## config.mk

```make
export PLATFORM = sky130hd
export DESIGN_NAME = fwd_hazard_unit
export DESIGN_NICKNAME = d
export VERILOG_FILES = /design/src/rtl/fwd_hazard_unit.sv
export SDC_FILE = /design/constraint.sdc
export NUM_CORES = 1
export LEC_CHECK = 0
export ABC_AREA = 1
export BUFFER_PORTS_ARGS = -buffer_cell sky130_fd_sc_hd__buf_2
export CAP_MARGIN = 20
export CORE_MARGIN = 2
export CORE_UTILIZATION = 30
export CTS_CLUSTER_DIAMETER = 150
export DETAILED_ROUTE_END_ITERATION = 16
export PLACE_DENSITY = 0.62
export SLEW_MARGIN = 5
export SYNTH_ARGS = -nofsm -noshare
export SYNTH_HDL_FRONTEND = slang
export SYNTH_SLANG_ARGS = --single-unit
export TNS_END_PERCENT = 100
```

## constraint.sdc

```tcl
create_clock -name clock -period 3.36 [get_ports clock]
set_clock_uncertainty 0.05 [all_clocks]
set_input_delay 0.336 -clock clock [delete_from_list [all_inputs] [get_ports clock]]
set_output_delay 0.336 -clock clock [all_outputs]
set_load 0.02 [all_outputs]
```

## src/rtl/fwd_hazard_unit.sv

```systemverilog
// Forwarding and load-use hazard unit for the 5-stage MIPS pipeline.
// Optional feature: define FWD_STATS_EN to add the saturating stall_count output.
module fwd_hazard_unit (
   input  logic       clock,
   input  logic       reset,
   input  logic       id_valid,
   input  logic [5:0] id_op,
   input  logic [4:0] id_rs,
   input  logic [4:0] id_rt,
   input  logic [4:0] id_rd,
   input  logic       flush,
   output logic       stall,
   output logic [1:0] fa,
   output logic [1:0] fb
`ifdef FWD_STATS_EN
   ,
   output logic [15:0] stall_count
`endif
);

   localparam logic [5:0] ALU_OP  = 6'd0;
   localparam logic [5:0] J_OP    = 6'd2;
   localparam logic [5:0] JAL_OP  = 6'd3;
   localparam logic [5:0] BEQ_OP  = 6'd4;
   localparam logic [5:0] ADDI_OP = 6'd8;
   localparam logic [5:0] LW_OP   = 6'd35;
   localparam logic [5:0] SW_OP   = 6'd43;

   localparam logic [1:0] SEL_IDEX  = 2'b00;
   localparam logic [1:0] SEL_MEMWB = 2'b01;
   localparam logic [1:0] SEL_EXMEM = 2'b10;

   typedef struct packed {
      logic       wr;
      logic [4:0] dst;
      logic       is_lw;
   } shadow_t;

   // Index 0 = EX, 1 = MEM, 2 = WB.
   shadow_t stage [3];

   logic       id_wr;
   logic [4:0] id_dst;
   logic       id_is_lw;
   logic       uses_rs;
   logic       uses_rt;
   logic       ex_rs_hit, ex_rt_hit;
   logic       mem_rs_hit, mem_rt_hit;
   logic       hazard;
   logic       advance;
   logic [1:0] fa_next, fb_next;

   always_comb begin
      // NOTE: every output of this block gets a default first so no path infers a latch.
      id_wr   = 1'b0;
      id_dst  = 5'd0;
      uses_rs = 1'b0;
      uses_rt = 1'b0;
      case (id_op)
         ALU_OP:  begin id_wr = 1'b1; id_dst = id_rd; uses_rs = 1'b1; uses_rt = 1'b1; end
         LW_OP:   begin id_wr = 1'b1; id_dst = id_rt; uses_rs = 1'b1; end
         ADDI_OP: begin id_wr = 1'b1; id_dst = id_rt; uses_rs = 1'b1; end
         JAL_OP:  begin id_wr = 1'b1; id_dst = 5'd31; end
         SW_OP:   begin uses_rs = 1'b1; uses_rt = 1'b1; end
         BEQ_OP:  begin uses_rs = 1'b1; uses_rt = 1'b1; end
         J_OP:    ;
         default: ;
      endcase
      // $0 is hard-wired, so it is never a forwarding source.
      if (id_dst == 5'd0)
         id_wr = 1'b0;
   end

   assign id_is_lw = (id_op == LW_OP);

   assign hazard = stage[0].is_lw & stage[0].wr &
                   ((uses_rs & (id_rs == stage[0].dst)) | (uses_rt & (id_rt == stage[0].dst)));

   // Reset overrides the hazard so a pending stall drops in the reset cycle itself.
   assign stall   = ~reset & id_valid & ~flush & hazard;
   assign advance = id_valid & ~flush & ~stall;

   // A load in EX never supplies ALUOut; the stall moves it to MEM first.
   assign ex_rs_hit  = stage[0].wr & ~stage[0].is_lw & (stage[0].dst == id_rs);
   assign ex_rt_hit  = stage[0].wr & ~stage[0].is_lw & (stage[0].dst == id_rt);
   assign mem_rs_hit = stage[1].wr & (stage[1].dst == id_rs);
   assign mem_rt_hit = stage[1].wr & (stage[1].dst == id_rt);

   always_comb begin
      fa_next = SEL_IDEX;
      if (uses_rs & ex_rs_hit)       fa_next = SEL_EXMEM;
      else if (uses_rs & mem_rs_hit) fa_next = SEL_MEMWB;

      fb_next = SEL_IDEX;
      if (uses_rt & ex_rt_hit)       fb_next = SEL_EXMEM;
      else if (uses_rt & mem_rt_hit) fb_next = SEL_MEMWB;
   end

   always_ff @(posedge clock) begin
      if (reset) begin
         // NOTE: sequential state uses non-blocking assignments so every stage shifts from pre-edge values.
         stage[0] <= '0;
         stage[1] <= '0;
         stage[2] <= '0;
         fa       <= SEL_IDEX;
         fb       <= SEL_IDEX;
      end else begin
         stage[2] <= stage[1];
         stage[1] <= stage[0];
         if (advance) begin
            stage[0] <= '{wr: id_wr, dst: id_dst, is_lw: id_is_lw};
            fa       <= fa_next;
            fb       <= fb_next;
         end else begin
            stage[0] <= '0;
            fa       <= SEL_IDEX;
            fb       <= SEL_IDEX;
         end
      end
   end

`ifdef FWD_STATS_EN
   always_ff @(posedge clock) begin
      if (reset)
         stall_count <= 16'd0;
      else if (stall && (stall_count != 16'hFFFF))
         stall_count <= stall_count + 16'd1;
   end
`endif

endmodule

```

---- Word-level counts from Yosys, hierarchy flattened ----
Memory sizes are Yosys's and may differ from the RTL's.
Index checks and enable logic that the tools add are counted.
storage, ports and cells
  input bits .............................. 25
  logic and storage cells ................. 75
  flip-flop bits (word level) ............. 4
  output and inout bits ................... 5
  bits in writable memories ............... 21
  memories ................................ 1
memory list
  name   depth  width  rd ports  clocked after memory_dff  wr ports  RTL line  source
  stage  3      7      2         0                         3         40        shadow_t stage [3];
cells by class
  equality and inequality tests ........... 11
  muxes and demuxes ....................... 22
  bitwise operators ....................... 28
  reduce and logical (&&, ||, !) cells .... 9
operators with widths
  cell                count
  $eq 5x5->1          6
  $mux 7              4
  $and 1x1->1         18
  $mux 1              15
  $pmux 5 s3          1
  $eq 6x6->1 const B  2
  $reduce_or 3->1     3
  $eq 6x2->1 const B  1
  $eq 6x3->1 const B  1
  $eq 6x4->1 const B  1
  $logic_not 6->1     1
  $logic_not 5->1     1
  $not 1->1           5
  $or 1x1->1          5
  $reduce_or 5->1     1
  $mux 2              2
  $reduce_or 2->1     2
  $reduce_or 4->1     1

---- Logic depth before layout (Yosys ltp) ----
  depth in word-level cells ............... 14
  mapped depth ............................ 11
  mapped depth without buffers ............ 11

---- Worst setup path after synthesis ----
No wires, ideal clock.
  path kind ............................... input to output
  start ................................... input port id_op[3]
  end ..................................... output port stall
  required time ........................... 2.974 ns
  cell stages on the path ................. 9
  path buffers ............................ 0
  data arrival time ....................... 1.164 ns
  slack ................................... 1.810 ns
  path through ............................ nor2_1 > nand3_1 > nand2_2 > inv_2 > nand2_2 > nand2_1 > nand2_1 > nand2_2 > inv_1
on the way
  cells in the longest elaborated chain, start to end .. 7
  elaborated cells on any way between the ends .. 14
  those cells by class .................... 4 x eq/ne; 2 x mux; 5 x bitwise; 3 x reduce/logical
ends and longest elaborated chain
  what                                                                 RTL line  source
  start, declared                                                      7         input logic [5:0] id_op,
  $eq 6x6->1 (tied with other cells)                                   59        case (id_op)
  $reduce_or 5->1 (no line) / $reduce_or 3->1 (equally long branches)  n/a
  $mux 1                                                               59
  $and 1x1->1                                                          77        ((uses_rs & (id_rs == stage[0].dst)) | (uses_rt & (id_rt == stage[0].dst)));
  $or 1x1->1 *                                                         77
  $and 1x1->1 *                                                        76        assign hazard = stage[0].is_lw & stage[0].wr &
  $and 1x1->1 *                                                        80        assign stall = ~reset & id_valid & ~flush & hazard;
  end, declared                                                        12        output logic stall,
Mark *: on every way between the ends. The rest lies on a longest branch, timed or not.

==> impl_metrics.ini <==
[layout]
syn2layout_area_growth_pct = 26.6
layout.nets = 225
diodes = 0
layout-drive-gt1-share_pct = 20.1

[setup_path]
reg2reg_from = stage[0][4]
ff2ff_path_depth = 10
worst-path-stages = 10
critPathBufInv = 2
crit_start = stage[0][4]
start_kind = flop
path_delay_family = simple AND/OR/NAND/NOR gates
critPathKind = flop to primary output
crit_fanout = 3
worstSetupEndpointType = primary output
arrival_ns = 1.57
path_common_cell = nand2_1
cp_slowest_cell = edfxtp_1
r2r-end = stage[0][1]
slowest_delay_ns = 0.44
crit_end = stall
rrSetupSlack_ns = 1.78
crit_required_ns = 2.97
path_cells = nand2_1, nand2_1, nor2_1, nand2_1, nor2_1, nand2_1, nand2_1, nand2_2, inv_1, buf_2

[floorplan]
initial_utilization_pct = 30.7
die_h_um = 64.8
num_rows = 22
io_pins = 30
fp.coreArea_um2 = 3610
fp.dieArea_um2 = 4200
die_width_um = 64.8

[drt]
routed_wl_um = 2330
wl_per_cell_um = 9.45
via_count = 1035
firstDrtPassIters = 4
viasPerCell = 4.19
drc = 0
drt_iter0_markers = 21
postRouteAntennaNets = 0

[hold_path]
hold_class = input pin to flop

[clock_tree]
clk_latency_ns = 0.25
clk_pin_slew_ns = 0.07
cts_hold_buf = 0
post_cts_buffers = 0
root_buffer = clkbuf_8
cts_tree = done
cts-buffers-inserted = 3
cts_buffer_depth = 2
cts_resized = 0
htree_levels = 1
cts.sinks = 17

[placement]
port_buffers = 29
globalplace.congestion = 0.789
place_ws_ns = 1.56
hpwl_um = 2000

[logic_synthesis]
syn-instance-count = 154
synth.distinct_cells = 20
ys_async_sr_fraction_pct = 0
synth_edf_count = 13
synth-seq-area-share_pct = 42.4
synthTopCellsByCount = nand2_1 (36), nor2_1 (31), inv_1 (25), edfxtp_1 (13), nand3_1 (11)
avgSynthCellArea_um2 = 7.20
synth.largest_area_cell = edfxtp_1
synth_area_leaders = edfxtp_1 (35%), nand2_1 (12%), nor2_1 (10%)
synth_area_um2 = 1110
synth_top_area_share_pct = 35.2
ys_ff_latch = 17
synth-warning-count = 0
synth_ff_type = edfxtp_1
yosysMostFrequentCell = nand2_1

[global_route]
grt_pass1_wl_um = 4060
overflow = 0
grt_max_degree = 10
antenna_found_initial = 0
grt_pass1_vias = 993
grt_usage_pct = 12.5

[sta]
timing.setup.tns_ns = 0
period_minus_slack_ns = 1.96
drv_slew = 0
timing.fmax_mhz = 511
timing.final.ws_setup_ns = 1.40
rsz0062_at_grt = false
hold_viol_final = 0
setup_viol = 0
min_period_over_period_pct = 58.2

[run]
cap_violations = 0

[outcome]
outcome = completed

[power]
fin_total_pwr_mw = 0.466
irDropWorstVdd_mv = 0.0888
powerDensity_nw_per_um2 = 332
p_leak_nw = 0.714
placed cells by master (no fill, tap or decap), drive strengths merged, types with 4 or more instances in the layout:
| cell type | synthesis | layout |
|---|---|---|
| inv | 26 | 26 |
| a21oi | 5 | 5 |
| xnor2 | 7 | 7 |
| edfxtp | 13 | 13 |
| xor2 | 4 | 4 |
| dfxtp | 4 | 4 |
| clkbuf | 0 | 4 |
| nand3 | 11 | 11 |
| nor2 | 33 | 33 |
| conb | 1 | 13 |
| nand2 | 40 | 40 |
| nand4 | 4 | 4 |
| buf | 0 | 29 |
report_power, final:
group	switching (mW)	internal, mW
Clock	0.0702	0.0842
Sequential	0.00659	0.235
Combinational	0.0397	0.0298
Total	0.116	0.350
routing by layer:
layer | GRT usage, % | up-vias | wire (µm)
li1 | - | 557 | -
met1 | 15.0 | 449 | 1090
met2 | 21.5 | 25 | 1090
met3 | 1.91 | 4 | 101
met4 | 6.38 | 0 | 52
met5 | 0 | - | 0
through the flow:
stage	hold WS, ns	instances	utilization [%]	instance area (µm²)
floorplan	0.471	166	-	1150
global placement	0.504	243	37.7	1360
detailed placement	0.513	243	37.7	1360
CTS	0.400	247	38.9	1400
global route	0.415	247	38.9	1400
finish	0.393	247	38.9	1400
how the worst min path moves through the flow:
stage,startpoint,end,slack [ns],cells after the start
after floorplan,reset,stage[0][11],0.47,1
after global placement,stage[0][6],stage[0][13],0.50,2
after CTS,flush,fb[1],0.40,4
final,flush,fb[1],0.39,4
after detailed placement,stage[0][6],stage[0][13],0.51,2
after global routing,reset,stage[0][11],0.41,2
worst register-to-register path, cell delays in order, from the launching register on:
cell and delay [ns]:
edfxtp_1 0.44, nand2_1 0.09, nand2_1 0.05, nor2_1 0.10
nand2_1 0.05, nor2_1 0.16, nand2_1 0.08, nand2_1 0.08
nand2_2 0.08, nand2_4 0.12, nor2_1 0.05
area by class of cell:
type / count / area, µm²
Timing Repair Buffer: 29 / 145
Tap cell: 48 / 60.1
Clock buffer: 4 / 45.0
Multi-Input combinational cell: 123 / 586
Fill cell: 395 / 2200
Inverter: 26 / 97.6
Sequential cell: 17 / 470
kinds of logic (layout without fill, tap and decap cells):
family	count (synthesis)	after routing	share of synthesized area, %
xor gates and xnor gates	11	11	8.69
AOI/OAI and AO/OA	8	8	3.72
DFF	17	17	42.4
other	1	13	0.338
buffers and inverters	26	59	8.80
and+or+nand+nor	91	91	36.0
sequential cells by signal (all words and copies together) (netlist names):
register,count
fa,2
fb,2
stage,13
(Power assumes the default switching activity.)
